**src/rtl/pipeline_hazard_ctrl_if.sv**
```systemverilog
// Handshake bundle between the hazard controller and the 5-stage core datapath.
// The core drives the master side; the controller sits on the slave side.
interface pipeline_hazard_ctrl_if #(
   parameter int CNT_W = 32
);
   logic [4:0]       id_rs1_addr;
   logic [4:0]       id_rs2_addr;
   logic             id_uses_rs1;
   logic             id_uses_rs2;
   logic [4:0]       ex_rd_addr;
   logic             ex_mem_read;
   logic             ex_valid;
   logic             ex_redirect;
   logic             ex_mc_req;
   logic             mc_done;
   logic             mem_busy;
   logic             cnt_clr;
   logic             pc_stall;
   logic             ifid_stall;
   logic             ifid_flush;
   logic             idex_stall;
   logic             idex_flush;
   logic             exmem_bubble;
   logic             mc_start;
   logic             mc_abort;
   logic             mc_timeout;
   logic             protocol_err;
   logic [CNT_W-1:0] stall_cnt;

   modport master (
      output id_rs1_addr, id_rs2_addr, id_uses_rs1, id_uses_rs2, ex_rd_addr,
             ex_mem_read, ex_valid, ex_redirect, ex_mc_req, mc_done, mem_busy, cnt_clr,
      input  pc_stall, ifid_stall, ifid_flush, idex_stall, idex_flush, exmem_bubble,
             mc_start, mc_abort, mc_timeout, protocol_err, stall_cnt
   );

   modport slave (
      input  id_rs1_addr, id_rs2_addr, id_uses_rs1, id_uses_rs2, ex_rd_addr,
             ex_mem_read, ex_valid, ex_redirect, ex_mc_req, mc_done, mem_busy, cnt_clr,
      output pc_stall, ifid_stall, ifid_flush, idex_stall, idex_flush, exmem_bubble,
             mc_start, mc_abort, mc_timeout, protocol_err, stall_cnt
   );
endinterface

```
**src/rtl/pipeline_hazard_ctrl.sv**
```systemverilog
// Stall/flush sequencer for the 5-stage core: load-use interlock, EX redirect flush,
// memory freeze, and a start/done/timeout FSM for the multi-cycle EX unit.
module pipeline_hazard_ctrl #(
   parameter int MC_TIMEOUT = 64,
   parameter int CNT_W      = 32
) (
   input  logic                 clk,
   input  logic                 reset_n,
   pipeline_hazard_ctrl_if.slave hz
);
   localparam int TW = $clog2(MC_TIMEOUT);

   typedef enum logic [1:0] {
      RUN     = 2'd0,
      MC_WAIT = 2'd1,
      MC_HOLD = 2'd2
   } state_e;

   state_e           state_q, state_d;
   logic [TW-1:0]    timer_q, timer_d;
   logic             mc_block_q, mc_block_d;
   logic             mc_timeout_q, mc_timeout_d;
   logic             protocol_err_q, protocol_err_d;
   logic [CNT_W-1:0] stall_cnt_q, stall_cnt_d;

   logic load_use;
   logic mc_issue;
   logic pc_stall, ifid_stall, ifid_flush, idex_stall, idex_flush;
   logic exmem_bubble, mc_start, mc_abort;

   assign load_use = hz.ex_valid & hz.ex_mem_read & (hz.ex_rd_addr != 5'd0) &
                     ((hz.id_uses_rs1 & (hz.id_rs1_addr == hz.ex_rd_addr)) |
                      (hz.id_uses_rs2 & (hz.id_rs2_addr == hz.ex_rd_addr)));

   // An aborted op leaves its instruction in EX; mc_block_q keeps it from re-issuing.
   assign mc_issue = hz.ex_valid & hz.ex_mc_req & ~mc_block_q;

   always_comb begin
      // NOTE: every signal assigned here gets a default first, so no path can infer a latch.
      state_d        = state_q;
      timer_d        = timer_q;
      mc_block_d     = mc_block_q;
      mc_timeout_d   = mc_timeout_q;
      protocol_err_d = protocol_err_q;
      pc_stall       = 1'b0;
      ifid_stall     = 1'b0;
      ifid_flush     = 1'b0;
      idex_stall     = 1'b0;
      idex_flush     = 1'b0;
      exmem_bubble   = 1'b0;
      mc_start       = 1'b0;
      mc_abort       = 1'b0;

      unique case (state_q)
         RUN: begin
            if (hz.mc_done) protocol_err_d = 1'b1;
            // Without mem_busy the EX instruction always moves on this cycle.
            if (!hz.mem_busy) mc_block_d = 1'b0;
            if (hz.mem_busy) begin
               {pc_stall, ifid_stall, idex_stall} = 3'b111;
            end else if (mc_issue) begin
               {pc_stall, ifid_stall, idex_stall} = 3'b111;
               exmem_bubble = 1'b1;
               mc_start     = 1'b1;
               state_d      = MC_WAIT;
               timer_d      = '0;
               if (hz.ex_redirect) protocol_err_d = 1'b1;
            end else if (hz.ex_redirect) begin
               ifid_flush = 1'b1;
               idex_flush = 1'b1;
            end else if (load_use) begin
               pc_stall   = 1'b1;
               ifid_stall = 1'b1;
               idex_flush = 1'b1;
            end
         end

         MC_WAIT: begin
            {pc_stall, ifid_stall, idex_stall} = 3'b111;
            exmem_bubble = 1'b1;
            timer_d      = timer_q + TW'(1);
            if (hz.ex_redirect) protocol_err_d = 1'b1;
            if (hz.mc_done) begin
               if (!hz.mem_busy) begin
                  {pc_stall, ifid_stall, idex_stall} = 3'b000;
                  exmem_bubble = 1'b0;
                  state_d      = RUN;
               end else begin
                  state_d = MC_HOLD;
               end
            end else if (timer_q == TW'(MC_TIMEOUT - 1)) begin
               mc_abort     = 1'b1;
               mc_timeout_d = 1'b1;
               mc_block_d   = 1'b1;
               state_d      = RUN;
            end
         end

         MC_HOLD: begin
            {pc_stall, ifid_stall, idex_stall} = {3{hz.mem_busy}};
            if (!hz.mem_busy) state_d = RUN;
         end

         default: state_d = RUN;
      endcase

      stall_cnt_d = stall_cnt_q;
      if (hz.cnt_clr)                            stall_cnt_d = '0;
      else if (pc_stall && (stall_cnt_q != '1))  stall_cnt_d = stall_cnt_q + CNT_W'(1);
   end

   // NOTE: state flops use non-blocking assignment so every flop samples pre-edge values.
   always_ff @(posedge clk or negedge reset_n) begin
      if (!reset_n) begin
         state_q        <= RUN;
         timer_q        <= '0;
         mc_block_q     <= 1'b0;
         mc_timeout_q   <= 1'b0;
         protocol_err_q <= 1'b0;
         stall_cnt_q    <= '0;
      end else begin
         state_q        <= state_d;
         timer_q        <= timer_d;
         mc_block_q     <= mc_block_d;
         mc_timeout_q   <= mc_timeout_d;
         protocol_err_q <= protocol_err_d;
         stall_cnt_q    <= stall_cnt_d;
      end
   end

   assign hz.pc_stall     = pc_stall;
   assign hz.ifid_stall   = ifid_stall;
   assign hz.ifid_flush   = ifid_flush;
   assign hz.idex_stall   = idex_stall;
   assign hz.idex_flush   = idex_flush;
   assign hz.exmem_bubble = exmem_bubble;
   assign hz.mc_start     = mc_start;
   assign hz.mc_abort     = mc_abort;
   assign hz.mc_timeout   = mc_timeout_q;
   assign hz.protocol_err = protocol_err_q;
   assign hz.stall_cnt    = stall_cnt_q;
endmodule
```
**src/flat_wrapper.sv**
```systemverilog
// flat-port wrapper written by rule: the top's interface ports become plain ports
module pipeline_hazard_ctrl_flat 
#(
   parameter int MC_TIMEOUT = 64,
   parameter int CNT_W      = 32
)
  (clk, reset_n, hz_id_rs1_addr, hz_id_rs2_addr, hz_id_uses_rs1, hz_id_uses_rs2, hz_ex_rd_addr, hz_ex_mem_read, hz_ex_valid, hz_ex_redirect, hz_ex_mc_req, hz_mc_done, hz_mem_busy, hz_cnt_clr, hz_pc_stall, hz_ifid_stall, hz_ifid_flush, hz_idex_stall, hz_idex_flush, hz_exmem_bubble, hz_mc_start, hz_mc_abort, hz_mc_timeout, hz_protocol_err, hz_stall_cnt);
  pipeline_hazard_ctrl_if #(.CNT_W(CNT_W)) hz_i ();
  input  logic clk;
  input  logic reset_n;
  input wire logic [$bits(hz_i.id_rs1_addr)-1:0] hz_id_rs1_addr;
  input wire logic [$bits(hz_i.id_rs2_addr)-1:0] hz_id_rs2_addr;
  input wire logic [$bits(hz_i.id_uses_rs1)-1:0] hz_id_uses_rs1;
  input wire logic [$bits(hz_i.id_uses_rs2)-1:0] hz_id_uses_rs2;
  input wire logic [$bits(hz_i.ex_rd_addr)-1:0] hz_ex_rd_addr;
  input wire logic [$bits(hz_i.ex_mem_read)-1:0] hz_ex_mem_read;
  input wire logic [$bits(hz_i.ex_valid)-1:0] hz_ex_valid;
  input wire logic [$bits(hz_i.ex_redirect)-1:0] hz_ex_redirect;
  input wire logic [$bits(hz_i.ex_mc_req)-1:0] hz_ex_mc_req;
  input wire logic [$bits(hz_i.mc_done)-1:0] hz_mc_done;
  input wire logic [$bits(hz_i.mem_busy)-1:0] hz_mem_busy;
  input wire logic [$bits(hz_i.cnt_clr)-1:0] hz_cnt_clr;
  output wire logic [$bits(hz_i.pc_stall)-1:0] hz_pc_stall;
  output wire logic [$bits(hz_i.ifid_stall)-1:0] hz_ifid_stall;
  output wire logic [$bits(hz_i.ifid_flush)-1:0] hz_ifid_flush;
  output wire logic [$bits(hz_i.idex_stall)-1:0] hz_idex_stall;
  output wire logic [$bits(hz_i.idex_flush)-1:0] hz_idex_flush;
  output wire logic [$bits(hz_i.exmem_bubble)-1:0] hz_exmem_bubble;
  output wire logic [$bits(hz_i.mc_start)-1:0] hz_mc_start;
  output wire logic [$bits(hz_i.mc_abort)-1:0] hz_mc_abort;
  output wire logic [$bits(hz_i.mc_timeout)-1:0] hz_mc_timeout;
  output wire logic [$bits(hz_i.protocol_err)-1:0] hz_protocol_err;
  output wire logic [$bits(hz_i.stall_cnt)-1:0] hz_stall_cnt;
  assign hz_i.id_rs1_addr = hz_id_rs1_addr;
  assign hz_i.id_rs2_addr = hz_id_rs2_addr;
  assign hz_i.id_uses_rs1 = hz_id_uses_rs1;
  assign hz_i.id_uses_rs2 = hz_id_uses_rs2;
  assign hz_i.ex_rd_addr = hz_ex_rd_addr;
  assign hz_i.ex_mem_read = hz_ex_mem_read;
  assign hz_i.ex_valid = hz_ex_valid;
  assign hz_i.ex_redirect = hz_ex_redirect;
  assign hz_i.ex_mc_req = hz_ex_mc_req;
  assign hz_i.mc_done = hz_mc_done;
  assign hz_i.mem_busy = hz_mem_busy;
  assign hz_i.cnt_clr = hz_cnt_clr;
  assign hz_pc_stall = hz_i.pc_stall;
  assign hz_ifid_stall = hz_i.ifid_stall;
  assign hz_ifid_flush = hz_i.ifid_flush;
  assign hz_idex_stall = hz_i.idex_stall;
  assign hz_idex_flush = hz_i.idex_flush;
  assign hz_exmem_bubble = hz_i.exmem_bubble;
  assign hz_mc_start = hz_i.mc_start;
  assign hz_mc_abort = hz_i.mc_abort;
  assign hz_mc_timeout = hz_i.mc_timeout;
  assign hz_protocol_err = hz_i.protocol_err;
  assign hz_stall_cnt = hz_i.stall_cnt;
  pipeline_hazard_ctrl #(.MC_TIMEOUT(MC_TIMEOUT), .CNT_W(CNT_W)) u_core (.clk(clk), .reset_n(reset_n), .hz(hz_i));
endmodule
```
**config.mk**
```make
export PLATFORM = sky130hd
export DESIGN_NAME = pipeline_hazard_ctrl_flat
export DESIGN_NICKNAME = d
export VERILOG_FILES = /design/src/rtl/pipeline_hazard_ctrl_if.sv /design/src/rtl/pipeline_hazard_ctrl.sv /design/src/flat_wrapper.sv
export SDC_FILE = /design/constraint.sdc
export NUM_CORES = 1
export LEC_CHECK = 0
export CAP_MARGIN = 20
export CORE_MARGIN = 5
export CORE_UTILIZATION = 30
export DETAILED_ROUTE_END_ITERATION = 6
export PLACE_DENSITY_LB_ADDON = 0.12
export SKIP_CTS_REPAIR_TIMING = 1
export SYNTH_ARGS = -nofsm -noshare
export SYNTH_HDL_FRONTEND = slang
export SYNTH_SLANG_ARGS = --single-unit
export TNS_END_PERCENT = 1
```
**constraint.sdc**
```tcl
create_clock -name clk -period 3.4 [get_ports clk]
set_clock_uncertainty 0.05 [all_clocks]
set_input_delay 0.85 -clock clk [delete_from_list [all_inputs] [get_ports clk]]
set_output_delay 0.85 -clock clk [all_outputs]
set_load 0.01 [all_outputs]
```
# == Word-level counts from Yosys, hierarchy flattened ==
# Index checks and enable logic that the tools add are counted.
# word_totals
in_bits,26
ff_bits,43
wordCells,87
output_inout_bits,42
# op_classes
muxes,46
eq_ne,13
bitwise,10
n_addsub,2
n_reduce_logical,10
# op_table
op,n
$mux 32,2
$add 32x1->32 const B,1
$ne 32x32->1 const B,1
$mux 1,29
$mux 2,6
$mux 6,2
$pmux 6 s2,1
$eq 5x5->1,2
$ne 2x2->1 const B,4
$reduce_and 4->1,2
$and 1x1->1,7
$add 6x1->6 const B,1
$eq 6x6->1 const B,1
$pmux 1 s2,3
$pmux 1 s3,2
$pmux 2 s3,1
$reduce_and 3->1,2
$reduce_bool 5->1,1
$ne 2x1->1 const B,2
$reduce_bool 2->1,2
$ne 3x2->1 const B,1
$eq 2x1->1 const B,1
$eq 2x2->1 const B,1
$logic_not 2->1,1
other kinds (4),5

# == Depth between registers and ports, before layout ==
# Gate-level depths: netlist of run 1.
# logic_depth
depth_word,12
mapped_depth,10
depth_no_buf,8

# == Least setup slack after synthesis of run 1 ==
# No wires, ideal clock.
# synth_path
kind,input -> output
startpoint,in hz_ex_rd_addr[1]
endpoint,out hz_pc_stall
n_path_buf,2
path_slack_ns,0.083
required_ns,2.500
path_stages,6
t_arrival_ns,2.417
cell_sequence,or3_1 o311a_1 a31oi_2 clkbuf_1 inv_1 buf_4
# synth_between
elab_chain_len,9
word_cells_on_any_way,13
# synth_rtl
element,line_no,rtl
"start, declared",flat_wrapper.sv:15,input wire logic [$bits(hz_i.ex_rd_addr)-1:0] hz_ex_rd_addr;
$eq 5x5->1 (on tied branches),"pipeline_hazard_ctrl.sv:32, pipeline_hazard_ctrl.sv:33",
$and 1x1->1 (on tied branches),"pipeline_hazard_ctrl.sv:32, pipeline_hazard_ctrl.sv:33",
$or 1x1->1,pipeline_hazard_ctrl.sv:32,((hz.id_uses_rs1 & (hz.id_rs1_addr == hz.ex_rd_addr)) |
$and 1x1->1 *,pipeline_hazard_ctrl.sv:31,assign load_use = hz.ex_valid & hz.ex_mem_read & (hz.ex_rd_addr != 5'd0) &
$mux 1 * (4 in a row),--,
$pmux 1 s3 *,--,
"end, declared",flat_wrapper.sv:23,output wire logic [$bits(hz_i.pc_stall)-1:0] hz_pc_stall;
# Every way passes the cells marked *; elsewhere a longest branch is shown, timed or not.

# == Worst setup path in the final report of run 1 ==
# layout_path
startpoint,in hz_ex_rd_addr[1]
endpoint,out hz_ifid_stall
# layout_between
elab_chain_len,9
word_cells_on_any_way,13
# layout_rtl
element,line_no,rtl
$eq 5x5->1 (on tied branches),"pipeline_hazard_ctrl.sv:32, pipeline_hazard_ctrl.sv:33",
$and 1x1->1 (on tied branches),"pipeline_hazard_ctrl.sv:32, pipeline_hazard_ctrl.sv:33",
$or 1x1->1,pipeline_hazard_ctrl.sv:32,
$and 1x1->1 *,pipeline_hazard_ctrl.sv:31,
$mux 1 *,pipeline_hazard_ctrl.sv:71,end else if (load_use) begin
$mux 1 *,pipeline_hazard_ctrl.sv:68,end else if (hz.ex_redirect) begin
$mux 1 *,pipeline_hazard_ctrl.sv:61,end else if (mc_issue) begin
$mux 1 *,pipeline_hazard_ctrl.sv:59,if (hz.mem_busy) begin
$pmux 1 s3 *,pipeline_hazard_ctrl.sv:54,unique case (state_q)
"end, declared",flat_wrapper.sv:24,output wire logic [$bits(hz_i.ifid_stall)-1:0] hz_ifid_stall;
# Marked as above.

==> summary.md, run 1 <==
| Metric | Value |
|---|---|
| Outcome | `completed` |
| Synth Instances | `approximately 270` |
| Unrepaired setup endpoints after global routing | `true` |
| Initial antenna violation count | `0` |
| Setup crit end kind | `output pin` |
| Design area | `roughly 3500 µm²` |
| Gpl congestion | `~0.77` |
| Switching power total | `~300 µW` |
| DRC errors left | `0` |
| HPWL after DPL | `4529 µm` |
| Die Area | `10120 µm²` |
| Worst r2r dst | `u_core.hz.stall_cnt[1]` |
| Post-Synthesis Cell Area | `2461 µm²` |
| Internal Power | `approximately 800 µW` |
| Crit-path max FO | `2` |
| WL final | `around 6200 µm` |
| Number of synthesized flops with an enable pin | `0` |
| Comb pwr share | `approximately 18%` |
| Die X | `100.6 µm` |
| Reg clk slew, reported paths | `around 80 ps` |
| Share of layout cells above drive strength 1 | `between 10% and 20%` |
| Clock share of power | `around 33%` |
| Met3 usage | `~4%` |
| Clock sinks | `between 40 and 50` |
| Clock tree from TritonCTS | `built` |
| Final hold slack | `413.1 ps` |
| Fin cells | `between 400 and 500` |
| Via count of the routed design | `approximately 2200` |
| Slew HR | `60.84%` |
| Core area | `8093 µm²` |
| P&R area growth vs syn | `42.40%` |
| Final Setup Violations | `0` |
| CTS buffer count | `5` |
| Syn avg cell area | `between 9 and 10 µm²` |
| DRT antenna net count | `0` |
| Cell Chain, Critical Path | `clkdlybuf4s50_1 -> or3_1 -> o311a_1 -> a31oi_4 -> inv_2 -> dlymetal6s2s_1` |
| Post-DP Area | `between 3000 and 4000 µm²` |
| Maximum single-stage delay on the critical path | `just over 400 ps` |
| Async SR Flop Fraction | `100.0%` |
| CP max stage cell | `clkdlybuf4s50_1` |
| Final Max Slew Viols | `0` |
| Rows | `33` |
| Seq pwr share | `49.7%` |
| Required @ worst endpoint | `between 2000 and 3000 ps` |
| Commonest non-fill, non-tap cell in the layout | `clkdlybuf4s50_1` |
| Synth Warn # | `0` |
| Hold Violations, Final | `0` |
| DR WL/cell | `approximately 14 µm` |
| Fin crit period | `roughly 3300 ps` |
| Hold WC Path Type | `input port to async pin` |
| Reg-to-reg critical path startpoint | `u_core.hz.stall_cnt[0]` |
| Net Count, Synth | `about 300` |
| Data arrival, critical path | `2430 ps` |
| Clk Latency, worst-skew pair | `approximately 300 ps` |
| Global route hottest layer | `met2` |
| Initial Util | `between 30 and 40%` |
| Sequential fraction of the synthesis area | `43.72%` |
| IO Port Bufs | `between 60 and 70` |
| Largest net degree at the start of global routing | `44` |
| Crit share post-route | `a little over nine tenths` |
| Root Driver | `clkbuf_8` |
| GR Util met1 | `around 16%` |
| Overall global routing resource usage | `between 10% and 20%` |
| CTS max path bufs | `2` |
| Yosys cell types | `45` |
| Number of synthesized register bits | `43` |
| DR vias/cell | `a little under 5` |
| Slew @ Worst Pin | `around 590 ps` |
| Initial DRC Count | `slightly above 100` |
| FF-to-FF path depth | `9` |
| Chip height | `100.6 µm` |
| Switching share of power | `26.66%` |
| Max Cap Viol | `0` |
| GRT overflow | `0` |
| Synth Flop Type | `dfrtp_1` |
| Antenna fix cells | `0` |
| Vias in the first global route | `~2300` |
| I/O Pins | `slightly below 70` |
| F_max | `between 0.3 and 0.4 GHz` |
| Leakage | `0.001420 µW` |
| CP Launch Type | `input port` |
| PD cells | `about 320 nW/µm²` |
| Reg2Reg Setup Slack | `approximately 620 ps` |
| First-pass GRT wire length | `approximately 11000 µm` |
| Most frequent cells in the layout | `clkdlybuf4s50_1 (62), dfrtp_1 (43), nor2_1 (42), xnor2_1 (34), buf_4 (22)` |
| Dpl cells | `approximately 450` |
| Met2 Use GR | `21.66%` |
| Crit Path Class | `input port to output pin` |
| # H-tree levels | `2` |
| Nets | `379` |
| Drt pass-1 iters | `4` |
| Worst VDD drop | `~180 µV` |
==> how the worst max path moves through the flow <==
stage / startpoint / endpoint / slack [ps] / cells after the start
after floorplan: hz_ex_rd_addr[1] / hz_pc_stall / 80 / 6
after global placement: hz_ex_rd_addr[1] / hz_pc_stall / -360 / 6
after detailed placement: hz_ex_rd_addr[1] / hz_ifid_stall / -360 / 6
after CTS: hz_ex_rd_addr[1] / hz_ifid_stall / -370 / 6
after global routing: hz_ex_rd_addr[1] / hz_idex_flush / -50 / 10
final: hz_ex_rd_addr[1] / hz_ifid_stall / 70 / 6
==> cells by family after synthesis <==
group	synth area share, %
adders and majority gates	1.017
AOI/OAI and AO/OA	5.847
and+or+nand+nor	31.32
DFF	43.72
buffers and inverters	3.253
muxes	1.322
xor gates and xnor gates	13.52
==> Yosys cell counts (all sizes together), types with 3 or more instances <==
library cell,number,area share (%)
dfrtp,43,44
buf,5,1.6
nand3,16,3.3
xor2,3,1.1
nor2b,6,1.8
nand4,5,1.5
a21oi,7,1.4
or2,3,0.76
or4,3,0.92
nor3,17,3.5
nor4,8,2.0
xnor2,35,12
clkbuf,9,1.4
nor2,42,6.4
o31ai,4,1.2
and4,5,2.0
and3,9,3.1
or3,3,0.76
nand2,21,3.2
==> area by class of cell <==
class / instances / area [µm²]
clock inverters: 1 / 7.507
repair buffers: 90 / 853.3
inverters: 2 / 7.507
clock buffers: 7 / 96.34
fillers: 826 / 4588
flip-flops and latches: 43 / 1076
well taps: 105 / 131.4
multi-input cells: 209 / 1333
==> layer usage <==
| layer | share of wire [%] | vias to the layer above |
|---|---|---|
| met5 | 0 | - |
| met2 | 45 | 54 |
| met3 | 7.2 | 4 |
| met4 | 0.64 | 0 |
| met1 | 47 | 1048 |
| li1 | - | 1098 |
==> power by group through the flow <==
| stage | logic, µW | clock network (µW) | registers, µW |
|---|---|---|---|
| 5_1_grt | 220 | 400 | 564 |
| 4_1_cts | 196 | 385 | 559 |
| 6_report | 197 | 367 | 558 |
| 2_1_floorplan | 92.6 | 0 | 563 |
| 3_5_place_dp | 195 | 0 | 568 |
| 3_3_place_gp | 192 | 0 | 569 |
==> worst max-delay path, delay by kind of cell <==
kind            cells  cell delay, ps
compound gates      2             560
simple gates        1             380
buf+inv             3             630
==> registers in the layout (all words and copies together), names as in the netlist <==
| signal | count |
|---|---|
| u_core.timer_q | 6 |
| u_core.hz.stall_cnt | 32 |
| u_core.mc_block_q | 1 |
| u_core.state_q | 2 |
| u_core.hz.protocol_err | 1 |
| u_core.hz.mc_timeout | 1 |
==> per-stage QoR <==
| step | setup WS [ps] | TNS (ps) | util, % | power (µW) |
|---|---|---|---|---|
| floorplan | 82.89 | 0 | - | 655.4 |
| global placement | -360.0 | -1585 | 41.31 | 761.7 |
| detailed placement | -361.9 | -1948 | 41.31 | 763.6 |
| CTS | -367.2 | -1144 | 42.59 | 1139 |
| global route | -52.91 | -52.91 | 43.31 | 1183 |
| finish | 72.06 | 0 | 43.31 | 1123 |
Power figures use the tool's default switching activity.
==> run 2: changes to the inputs <==
--- a/config.mk
+++ b/config.mk
@@ -9,8 +9,7 @@
 export CORE_MARGIN = 5
 export CORE_UTILIZATION = 30
 export DETAILED_ROUTE_END_ITERATION = 6
-export PLACE_DENSITY_LB_ADDON = 0.12
-export SKIP_CTS_REPAIR_TIMING = 1
+export PLACE_DENSITY_LB_ADDON = 0.1
 export SYNTH_ARGS = -nofsm -noshare
 export SYNTH_HDL_FRONTEND = slang
 export SYNTH_SLANG_ARGS = --single-unit
==> run 2 against run 1 <==
Utilization shrank 0.37 points. Largest power group unchanged. Critical path type unchanged. Largest cell class unchanged. Setup slack got worse by 8.0 ps. Wire length down 3.5%. Sequential share of layout area up 0.27 points. Cell area down 0.86%. Critical endpoint unchanged. Die area is the same.
==> summary.md, run 2 (synthesis results as in run 1) <==
| Metric | Value |
|---|---|
| CP Launch Type | `input port` |
| IO Port Bufs | `67 (unchanged)` |
| DR WL/cell | `13.25 µm (-3.1%)` |
| Most frequent cells in the layout | `clkdlybuf4s50_1 (62), dfrtp_1 (43), nor2_1 (42), xnor2_1 (35)` |
| Nets | `378 (-0.26%)` |
| Fin crit period | `3336 ps (+7.959 ps)` |
| DRC errors left | `0 (unchanged)` |
| GR Util met1 | `15.37% (-1.1 points)` |
| Comb pwr share | `17.6% (about the same)` |
| Outcome | `completed` |
| Die X | `100.6 µm (unchanged)` |
| I/O Pins | `68 (unchanged)` |
| Data arrival, critical path | `2440 ps (about the same)` |
| Rows | `33 (unchanged)` |
| Maximum single-stage delay on the critical path | `410 ps (about the same)` |
| Share of layout cells above drive strength 1 | `14.86% (+0.65 points)` |
| Final hold slack | `389.0 ps (-24.07 ps)` |
| Reg clk slew, reported paths | `80 ps (about the same)` |
| Initial antenna violation count | `0 (unchanged)` |
| Post-CTS Setup Bufs | `0` |
| Clock share of power | `30.8% (-1.9 points)` |
| Commonest non-fill, non-tap cell in the layout | `clkdlybuf4s50_1` |
| CTS hold repair buffers | `0` |
| Seq pwr share | `51.5% (+1.8 points)` |
| Overall global routing resource usage | `12.38% (-0.61 points)` |
| P&R area growth vs syn | `41.18%` |
| Critical path's top delay family | `buffers and inverters` |
| CTS buffer count | `5 (unchanged)` |
| Design area | `3475 µm² (-0.86%)` |
| Required @ worst endpoint | `2500 ps (about the same)` |
| Total Power | `1086 µW (-3.3%)` |
| Global route hottest layer | `met2` |
| Final Max Slew Viols | `0 (unchanged)` |
| Slew HR | `66.86% (+6.0 points)` |
| Antenna fix cells | `0 (unchanged)` |
| Max Cap Viol | `0 (unchanged)` |
| Setup crit end kind | `output pin` |
| Hold WC Path Type | `input port to async pin` |
| F_max | `0.2998 GHz (-0.24%)` |
| CTS max path bufs | `2 (unchanged)` |
| HPWL after DPL | `4503 µm (-0.58%)` |
| GRT overflow | `0 (unchanged)` |
| Largest net degree at the start of global routing | `44 (unchanged)` |
| Chip height | `100.6 µm (unchanged)` |
| Crit share post-route | `98.11% (+0.23 points)` |
| # H-tree levels | `2 (unchanged)` |
| CP max stage cell | `clkdlybuf4s50_1` |
| WL final | `6029 µm (-3.5%)` |
| Drt pass-1 iters | `4 (unchanged)` |
| Switching share of power | `26.88% (+0.21 points)` |
| Met3 usage | `4.360% (+0.35 points)` |
| Initial Util | `30.41% (unchanged)` |
| Clk Latency, worst-skew pair | `300 ps (about the same)` |
| Crit Path Class | `input port to output pin` |
| Initial DRC Count | `56 (-45%)` |
| DR vias/cell | `4.778 (-0.93%)` |
| Vias in the first global route | `2157 (-5.1%)` |
| Post-DP Area | `3343 µm² (unchanged)` |
| Leakage | `0.001387 µW (-2.3%)` |
| Die Area | `10120 µm² (unchanged)` |
| WP buf/inv | `3 (unchanged)` |
| DRT antenna net count | `0 (unchanged)` |
| Met2 Use GR | `20.23% (-1.4 points)` |
| Final Setup Violations | `0 (unchanged)` |
| Root Driver | `clkbuf_8` |
| Slew @ Worst Pin | `495.6 ps (-89.99 ps)` |
| Clock tree from TritonCTS | `built` |
| First-pass GRT wire length | `10150 µm (-5.7%)` |
| PD cells | `312.5 nW/µm² (-2.5%)` |
| Clock sinks | `43 (unchanged)` |
| Max reg flops | `32 (unchanged)` |
| Via count of the routed design | `2174 (-1.4%)` |
| Hold Violations, Final | `0 (unchanged)` |
| Unrepaired setup endpoints after global routing | `false` |
| Core area | `8093 µm² (unchanged)` |
| Crit-path max FO | `2 (unchanged)` |
| Gpl congestion | `0.7617 (-0.94%)` |
| Cell Chain, Critical Path | `clkdlybuf4s50_1 -> or3_4 -> o311a_4 -> a31oi_4 -> inv_2 -> clkbuf_2` |
| Internal Power | `794.1 µW (-3.6%)` |
| Switching power total | `291.8 µW (-2.5%)` |
| Worst VDD drop | `158.3 µV (-13%)` |
run 2: final cells by class:
cell class / instances / area (µm²)
Fill cell: 826 / 4618
Tap cell: 105 / 131.4
Sequential cell: 43 / 1076
Timing Repair Buffer: 89 / 827.0
Clock buffer: 6 / 82.58
Clock inverter: 1 / 5.005
Inverter: 2 / 7.507
Multi-Input combinational cell: 209 / 1345
run 2: worst register-to-register path: stages, from the launching register on:
cell,delay [ps]
dfrtp_1,440
ha_1,200
and4_1,330
nand4_2,270
nor2b_4,230
and4_4,310
or2_1,260
buf_4,170
mux2i_1,170
nor2_1,50
run 2: power by group through the flow:
stage | sequential, µW | combinational (µW) | clock (µW)
3_5_place_dp | 569 | 192 | 0
5_1_grt | 564 | 213 | 368
6_report | 560 | 191 | 335
2_1_floorplan | 563 | 92.6 | 0
3_3_place_gp | 570 | 190 | 0
4_1_cts | 560 | 191 | 352
run 2: layer usage:
layer | part of all wire (%) | wire (µm) | vias to the layer above
met4 | 1.1 | 66 | 0
met2 | 45 | 2713 | 64
met1 | 46 | 2765 | 1012
li1 | - | - | 1092
met5 | 0 | 0 | -
met3 | 8.0 | 483 | 6
run 2: per-stage QoR:
step | std cells | setup TNS [ps] | utilization (%) | setup WS (ps)
2_1_floorplan | 268 | 0 | - | 82.89
5_1_grt | 455 | 0 | 42.93 | 10.12
3_5_place_dp | 447 | -1541 | 41.31 | -348.6
3_3_place_gp | 447 | -1605 | 41.31 | -339.5
6_report | 455 | 0 | 42.93 | 64.10
4_1_cts | 454 | -142.7 | 42.52 | -71.42
run 2: worst paths after layout:
kind	startpoint	to	slack [ps]	cells past startpoint
max	hz_ex_rd_addr[0]	hz_ifid_stall	60	6
min	reset_n	u_core.hz.stall_cnt[8]	390	1
max reg2reg	u_core.hz.stall_cnt[0]	u_core.hz.stall_cnt[1]	780	9
min reg2reg	u_core.hz.mc_timeout	u_core.hz.mc_timeout	430	1
max in group asynchronous	reset_n	u_core.hz.protocol_err	2430	2
min in group clk	u_core.hz.mc_timeout	u_core.hz.mc_timeout	430	1
run 2: timing repair:
action | in CTS | in global routing
endpoints found under the setup margin | 4 | 4
resized for setup | 6 | 11
pin swaps | 1 | 3
